**src/rtl/regfile_pkg.sv**
```systemverilog
// regfile_pkg: default widths for regfile_sb and the popcount helper used for busy_cnt
package regfile_pkg;
  localparam int DATA_W_DEF = 32;
  localparam int ADDR_W_DEF = 5;
  localparam int NRD_DEF = 2;
  localparam int MAX_REGS = 256;
  function automatic int unsigned popcount(input logic [MAX_REGS-1:0] v);
    int unsigned n;
    n = 0;
    for (int i = 0; i < MAX_REGS; i++) n += 32'(v[i]);
    return n;
  endfunction
endpackage

```
**src/rtl/rf_read_port.sv**
```systemverilog
// rf_read_port: one combinational read port; raddr/write ports/busy/rf_data in, bypassed rdata and hazard-aware rbusy out
module rf_read_port
  import regfile_pkg::*;
#(
  parameter int DATA_W = DATA_W_DEF,
  parameter int ADDR_W = ADDR_W_DEF
) (
  input  logic [ADDR_W-1:0] raddr,
  input  logic              wen0,
  input  logic [ADDR_W-1:0] waddr0,
  input  logic [DATA_W-1:0] wdata0,
  input  logic              wen1,
  input  logic [ADDR_W-1:0] waddr1,
  input  logic [DATA_W-1:0] wdata1,
  input  logic              busy,
  input  logic [DATA_W-1:0] rf_data,
  output logic [DATA_W-1:0] rdata,
  output logic              rbusy
);
  logic zero, hit0, hit1;
  always_comb begin
    zero = raddr == '0;
    hit0 = wen0 && waddr0 == raddr;
    hit1 = wen1 && waddr1 == raddr;
    rdata = zero ? '0 : hit1 ? wdata1 : hit0 ? wdata0 : rf_data;
    rbusy = !zero && !hit0 && !hit1 && busy;
  end
endmodule

```
**src/rtl/regfile_sb.sv**
```systemverilog
// regfile_sb: NRD-read 2-write register file with bypass and busy scoreboard; raddr/rdata/rbusy, wen/waddr/wdata x2, alloc, flush, busy_cnt
module regfile_sb
  import regfile_pkg::*;
#(
  parameter int DATA_W = DATA_W_DEF,
  parameter int ADDR_W = ADDR_W_DEF,
  parameter int NRD = NRD_DEF
) (
  input  logic                  clk,
  input  logic                  resetn,
  input  logic [NRD*ADDR_W-1:0] raddr,
  output logic [NRD*DATA_W-1:0] rdata,
  output logic [NRD-1:0]        rbusy,
  input  logic                  wen0,
  input  logic [ADDR_W-1:0]     waddr0,
  input  logic [DATA_W-1:0]     wdata0,
  input  logic                  wen1,
  input  logic [ADDR_W-1:0]     waddr1,
  input  logic [DATA_W-1:0]     wdata1,
  input  logic                  alloc_en,
  input  logic [ADDR_W-1:0]     alloc_addr,
  input  logic                  flush,
  output logic [ADDR_W:0]       busy_cnt
);
  localparam int DEPTH = 2**ADDR_W;
  logic [DATA_W-1:0] rf_q [DEPTH];
  logic [DATA_W-1:0] rf_d [DEPTH];
  logic [DEPTH-1:0] busy_q, busy_d;
  logic [ADDR_W:0] busy_cnt_q, busy_cnt_d;
  logic [MAX_REGS-1:0] pop_in;
  logic we0, we1;
  always_comb begin
    we0 = resetn && wen0 && waddr0 != '0;
    we1 = resetn && wen1 && waddr1 != '0;
    rf_d = rf_q;
    if (we0) rf_d[waddr0] = wdata0;
    if (we1) rf_d[waddr1] = wdata1;
    busy_d = '0;
    for (int a = 1; a < DEPTH; a++)
      busy_d[a] = flush ? 1'b0
                : (alloc_en && alloc_addr == ADDR_W'(a)) ? 1'b1
                : ((we0 && waddr0 == ADDR_W'(a)) || (we1 && waddr1 == ADDR_W'(a))) ? 1'b0
                : busy_q[a];
    pop_in = '0;
    pop_in[DEPTH-1:0] = busy_d;
    busy_cnt_d = (ADDR_W+1)'(popcount(pop_in));
  end
  always_ff @(posedge clk or negedge resetn)
    if (!resetn) begin
      rf_q <= '{default: '0};
      busy_q <= '0;
      busy_cnt_q <= '0;
    end else begin
      rf_q <= rf_d;
      busy_q <= busy_d;
      busy_cnt_q <= busy_cnt_d;
    end
  assign busy_cnt = busy_cnt_q;
  for (genvar i = 0; i < NRD; i++) begin : g_rd
    logic [ADDR_W-1:0] ra;
    assign ra = raddr[i*ADDR_W +: ADDR_W];
    rf_read_port #(.DATA_W(DATA_W), .ADDR_W(ADDR_W)) u_rp (
      .raddr(ra),
      .wen0(we0),
      .waddr0(waddr0),
      .wdata0(wdata0),
      .wen1(we1),
      .waddr1(waddr1),
      .wdata1(wdata1),
      .busy(busy_q[ra]),
      .rf_data(rf_q[ra]),
      .rdata(rdata[i*DATA_W +: DATA_W]),
      .rbusy(rbusy[i])
    );
  end
endmodule

```
**config.mk**
```make
export PLATFORM = sky130hd
export DESIGN_NAME = regfile_sb
export DESIGN_NICKNAME = d
export VERILOG_FILES = /design/src/rtl/regfile_pkg.sv /design/src/rtl/rf_read_port.sv /design/src/rtl/regfile_sb.sv
export SDC_FILE = /design/constraint.sdc
export NUM_CORES = 2
export LEC_CHECK = 0
export CAP_MARGIN = 20
export CELL_PAD_IN_SITES_DETAIL_PLACEMENT = 1
export CELL_PAD_IN_SITES_GLOBAL_PLACEMENT = 1
export CORE_ASPECT_RATIO = 1.1
export CORE_UTILIZATION = 54
export CTS_CLUSTER_DIAMETER = 200
export DETAILED_ROUTE_END_ITERATION = 10
export PLACE_DENSITY = 0.86
export RECOVER_POWER = 100
export SLEW_MARGIN = 15
export SYNTH_ARGS = -nofsm -noshare
export SYNTH_HDL_FRONTEND = slang
export SYNTH_SLANG_ARGS = --single-unit
```
**constraint.sdc**
```tcl
create_clock -name clk -period 10.1 [get_ports clk]
set_input_delay 2.02 -clock clk [delete_from_list [all_inputs] [get_ports clk]]
set_output_delay 2.02 -clock clk [all_outputs]
set_load 0.05 [all_outputs]
```
==> results.toml <==
[run_status]
run_status = "complete, but fails checks"
violations = "capacitance limit, slew limit"

[critical_path]
required_ns = 8.08
r2r_slack_ns = 4.49
critPathLaunchType = "input pin"
path_class = "in -> out"
critPathArrivalTime_ns = 7.62
end_kind = "primary output"
ff2ff_path_depth = 17
path_max_fanout = 20
reg2reg_from = "busy_q[14]"
rr_endpoint = "busy_cnt[4]"

[yosys]
synthArstFlopShare_pct = 100
synth_cell_type_count = 61
syn-cell-area_sq_um = 67700
synth_nets = 7067
synthCells = 6942
synth_edf_count = 0
seq_area_frac_synth_pct = 39.2
synth_seq_cells = 1061
syn_area_per_cell_sq_um = 9.76
yosys_most_used_dff = "dfrtp_1"
ys.warnings.count = 0

[pwr]
power_frac_comb_pct = 24.1
p_clk_share_pct = 33.8
p_int_uw = 9500
p_sw_share_pct = 33.2
p_per_area_nw_per_um2 = 192
power.leakage_uw = 0.0300
power_frac_seq_pct = 42.1
switching_power_uw = 4720
ir_drop_mv = 0.149
power_uw = 14200

[route]
post_drt_wl_per_cell_um = 37.3
route.antenna.remaining_nets = 0
drc = 0
drt-initial-drc-count = 9839
viasPerCell = 7.80
firstDrtPassIters = 9
drt_wl_total_mm = 311
vias = 65080

[final_layout]
drive_gt1_share_pct = 14.1
fin_area_sq_um = 74000
final_nets = 6702
syn2layout_area_growth_pct = 9.22

[global_route]
overflow = 0
met1_usage_pct = 57.1
met3_usage_pct = 18.2
antenna_found_initial = 27
grt_util_all_layers_pct = 48.6
grt_util_met2_pct = 70.0
grt_pass1_vias = 68862
grt_max_degree = 177
grt_pass1_wl_mm = 455
grt_busiest_layer = "met2"

[hold_path]
hp-class = "reg -> reg"
holdPathEnd = "rf_q[1017]"
min_path_cells = 0
min_from = "rf_q[1017]"

[clocking]
cts.htree.levels = 3
cts_made_buffers = 117
path_clk_slew_ns = 0.06
cts_tree = "yes"
clock-sinks = 1061
cts_hold_buf = 0
cts_resized = 0
insertion_delay_ns = 0.76
clock_path_buffers = 3
post-cts-setup-buffers = 0
clockRootBuffer = "clkbuf_16"

[timing]
setup_tns_ns = 0
rsz0062_at_grt = "false"
period_share_pct = 95.5
fmax_mhz = 104
max-slew-margin-rel_pct = -247
period_needed_ns = 9.64
tightest_slew_ns = 5.20
skew_ns = 0.0102
setup_viol = 0
drv_slew = 2077
hold_viol = 0
fin_ws_ns = 0.457

[place]
dpl_worst_slack_ns = 0.753
place_area_sq_um = 70000
finalWeightedCongestion = 0.916
place_hpwl_mm = 171
port-buffer-count = 166

[job]
cap_violations = 44

[floorplan]
rows = 135
start_util_pct = 54.7
fp.coreArea_sq_um = 124000
die_w_um = 340
dieHeight_um = 373
die_area_sq_um = 127000
ios = 167
-- state kept, by name (all words and copies together), names as in the netlist --
name / cells
rf_q: 1024
busy_cnt: 6
busy_q: 31
-- layer usage --
metal	vias to the layer above	part of all wire (%)	routed length (um)
li1	24239	-	-
met1	32561	33	103000
met2	6027	43	133000
met3	2231	14	43400
met4	22	10	31400
met5	-	0.041	128
-- power by group through the flow --
stage	combinational [uW]	clock, uW	sequential (uW)
5_1_grt	3590	4930	6020
3_3_place_gp	3090	0	5800
2_1_floorplan	2350	0	5660
3_5_place_dp	3280	0	5930
4_1_cts	3360	4760	5900
6_report	3430	4810	5980
-- cells in the mapped netlist (11+ instances only) --
master | number | share of area, %
xnor2_1 | 12 | 0.16
a32oi_1 | 11 | 0.14
nand3_1 | 16 | 0.12
nor2b_1 | 111 | 1.0
nor4_1 | 34 | 0.31
a21oi_1 | 632 | 4.7
a31oi_1 | 32 | 0.30
buf_4 | 46 | 0.51
buf_1 | 50 | 0.28
a22oi_1 | 33 | 0.37
buf_2 | 144 | 1.1
nand2_1 | 911 | 5.0
mux4_2 | 462 | 15
fa_1 | 23 | 0.68
buf_6 | 27 | 0.45
clkbuf_1 | 595 | 3.3
mux2i_1 | 819 | 12
a22o_1 | 31 | 0.40
o21ai_0 | 648 | 4.8
xor2_1 | 11 | 0.14
inv_1 | 39 | 0.22
dfrtp_1 | 1061 | 39
a211oi_1 | 124 | 1.4
o21ai_1 | 227 | 1.7
nor3_1 | 37 | 0.27
nand2b_1 | 14 | 0.13
nor2_1 | 601 | 3.3
or2_2 | 20 | 0.18
a221oi_1 | 31 | 0.40
o221ai_1 | 62 | 0.80
-- area by class of cell --
type                            instances  area, sq um
Fill cell                           13301        49800
Sequential cell                      1061        26600
Antenna cell                           20         50.0
Tap cell                             1644         2060
Multi-Input combinational cell       4975        37700
Timing Repair Buffer                  382         3340
Inverter                               40          150
Clock inverter                         51          732
Clock buffer                          168         3450
-- worst max path at each step --
stage	start	depth (start not counted)	slack (ns)	to
CTS	waddr0[1]	17	1.52	busy_cnt[4]
floorplan	waddr0[4]	21	2.41	busy_cnt[4]
finish	waddr1[1]	8	0.46	rdata[33]
global route	resetn	5	0.59	rf_q[501]
global placement	waddr0[1]	17	0.91	busy_cnt[4]
detailed placement	waddr0[1]	17	0.75	busy_cnt[4]
-- through the flow --
step           util, %  instances  hold WS [ns]
2_1_floorplan        -       6942         0.438
3_3_place_gp      56.5       8102         0.374
3_5_place_dp      56.5       8102         0.385
4_1_cts           59.9       8321         0.399
5_1_grt           59.7       8331         0.416
6_report          59.8       8341         0.400
-- critical path: stages --
cell and delay [ns]:
dlygate4sd3_1 0.89, nor2_1 0.30, a31oi_1 0.37, and4_1 1.59
clkbuf_1 0.86, a221oi_1 0.24, nor3_1 0.39, dlygate4sd3_1 0.93
-- cell usage in the layout (no fill, tap or decap), types with 12 or more instances in the layout --
| cell | n |
|---|---|
| dfrtp_1 | 1061 |
| o221ai_1 | 62 |
| a22oi_1 | 33 |
| buf_12 | 16 |
| bufinv_16 | 17 |
| nand2b_1 | 13 |
| fa_1 | 23 |
| clkbuf_16 | 120 |
| dlygate4sd3_1 | 76 |
| diode_2 | 20 |
| clkinv_2 | 24 |
| clkbuf_8 | 27 |
| nor2b_1 | 109 |
| clkbuf_1 | 59 |
| inv_1 | 39 |
| buf_4 | 156 |
| mux4_2 | 462 |
| nand2_1 | 900 |
| nor4_1 | 33 |
| a211oi_1 | 124 |
| a221oi_1 | 31 |
| nor2_1 | 570 |
| or2_2 | 20 |
| a21oi_1 | 632 |
| xnor2_1 | 12 |
| nor2_4 | 31 |
| a31oi_1 | 32 |
| o21ai_1 | 16 |
| a22o_1 | 31 |
| nor3_1 | 40 |
| mux2i_1 | 819 |
| clkdlybuf4s50_1 | 79 |
| o21ai_0 | 859 |
-- cells by family after synthesis --
logic type,count (synthesis),share of synthesized area (%)
compound gates,1849,15.1
xor+xnor,23,0.297
fa+ha+maj,30,0.809
buf+inv,906,5.87
flops,1061,39.2
mux,1295,27.9
simple gates,1778,10.8
Power figures use the tool's default switching activity.
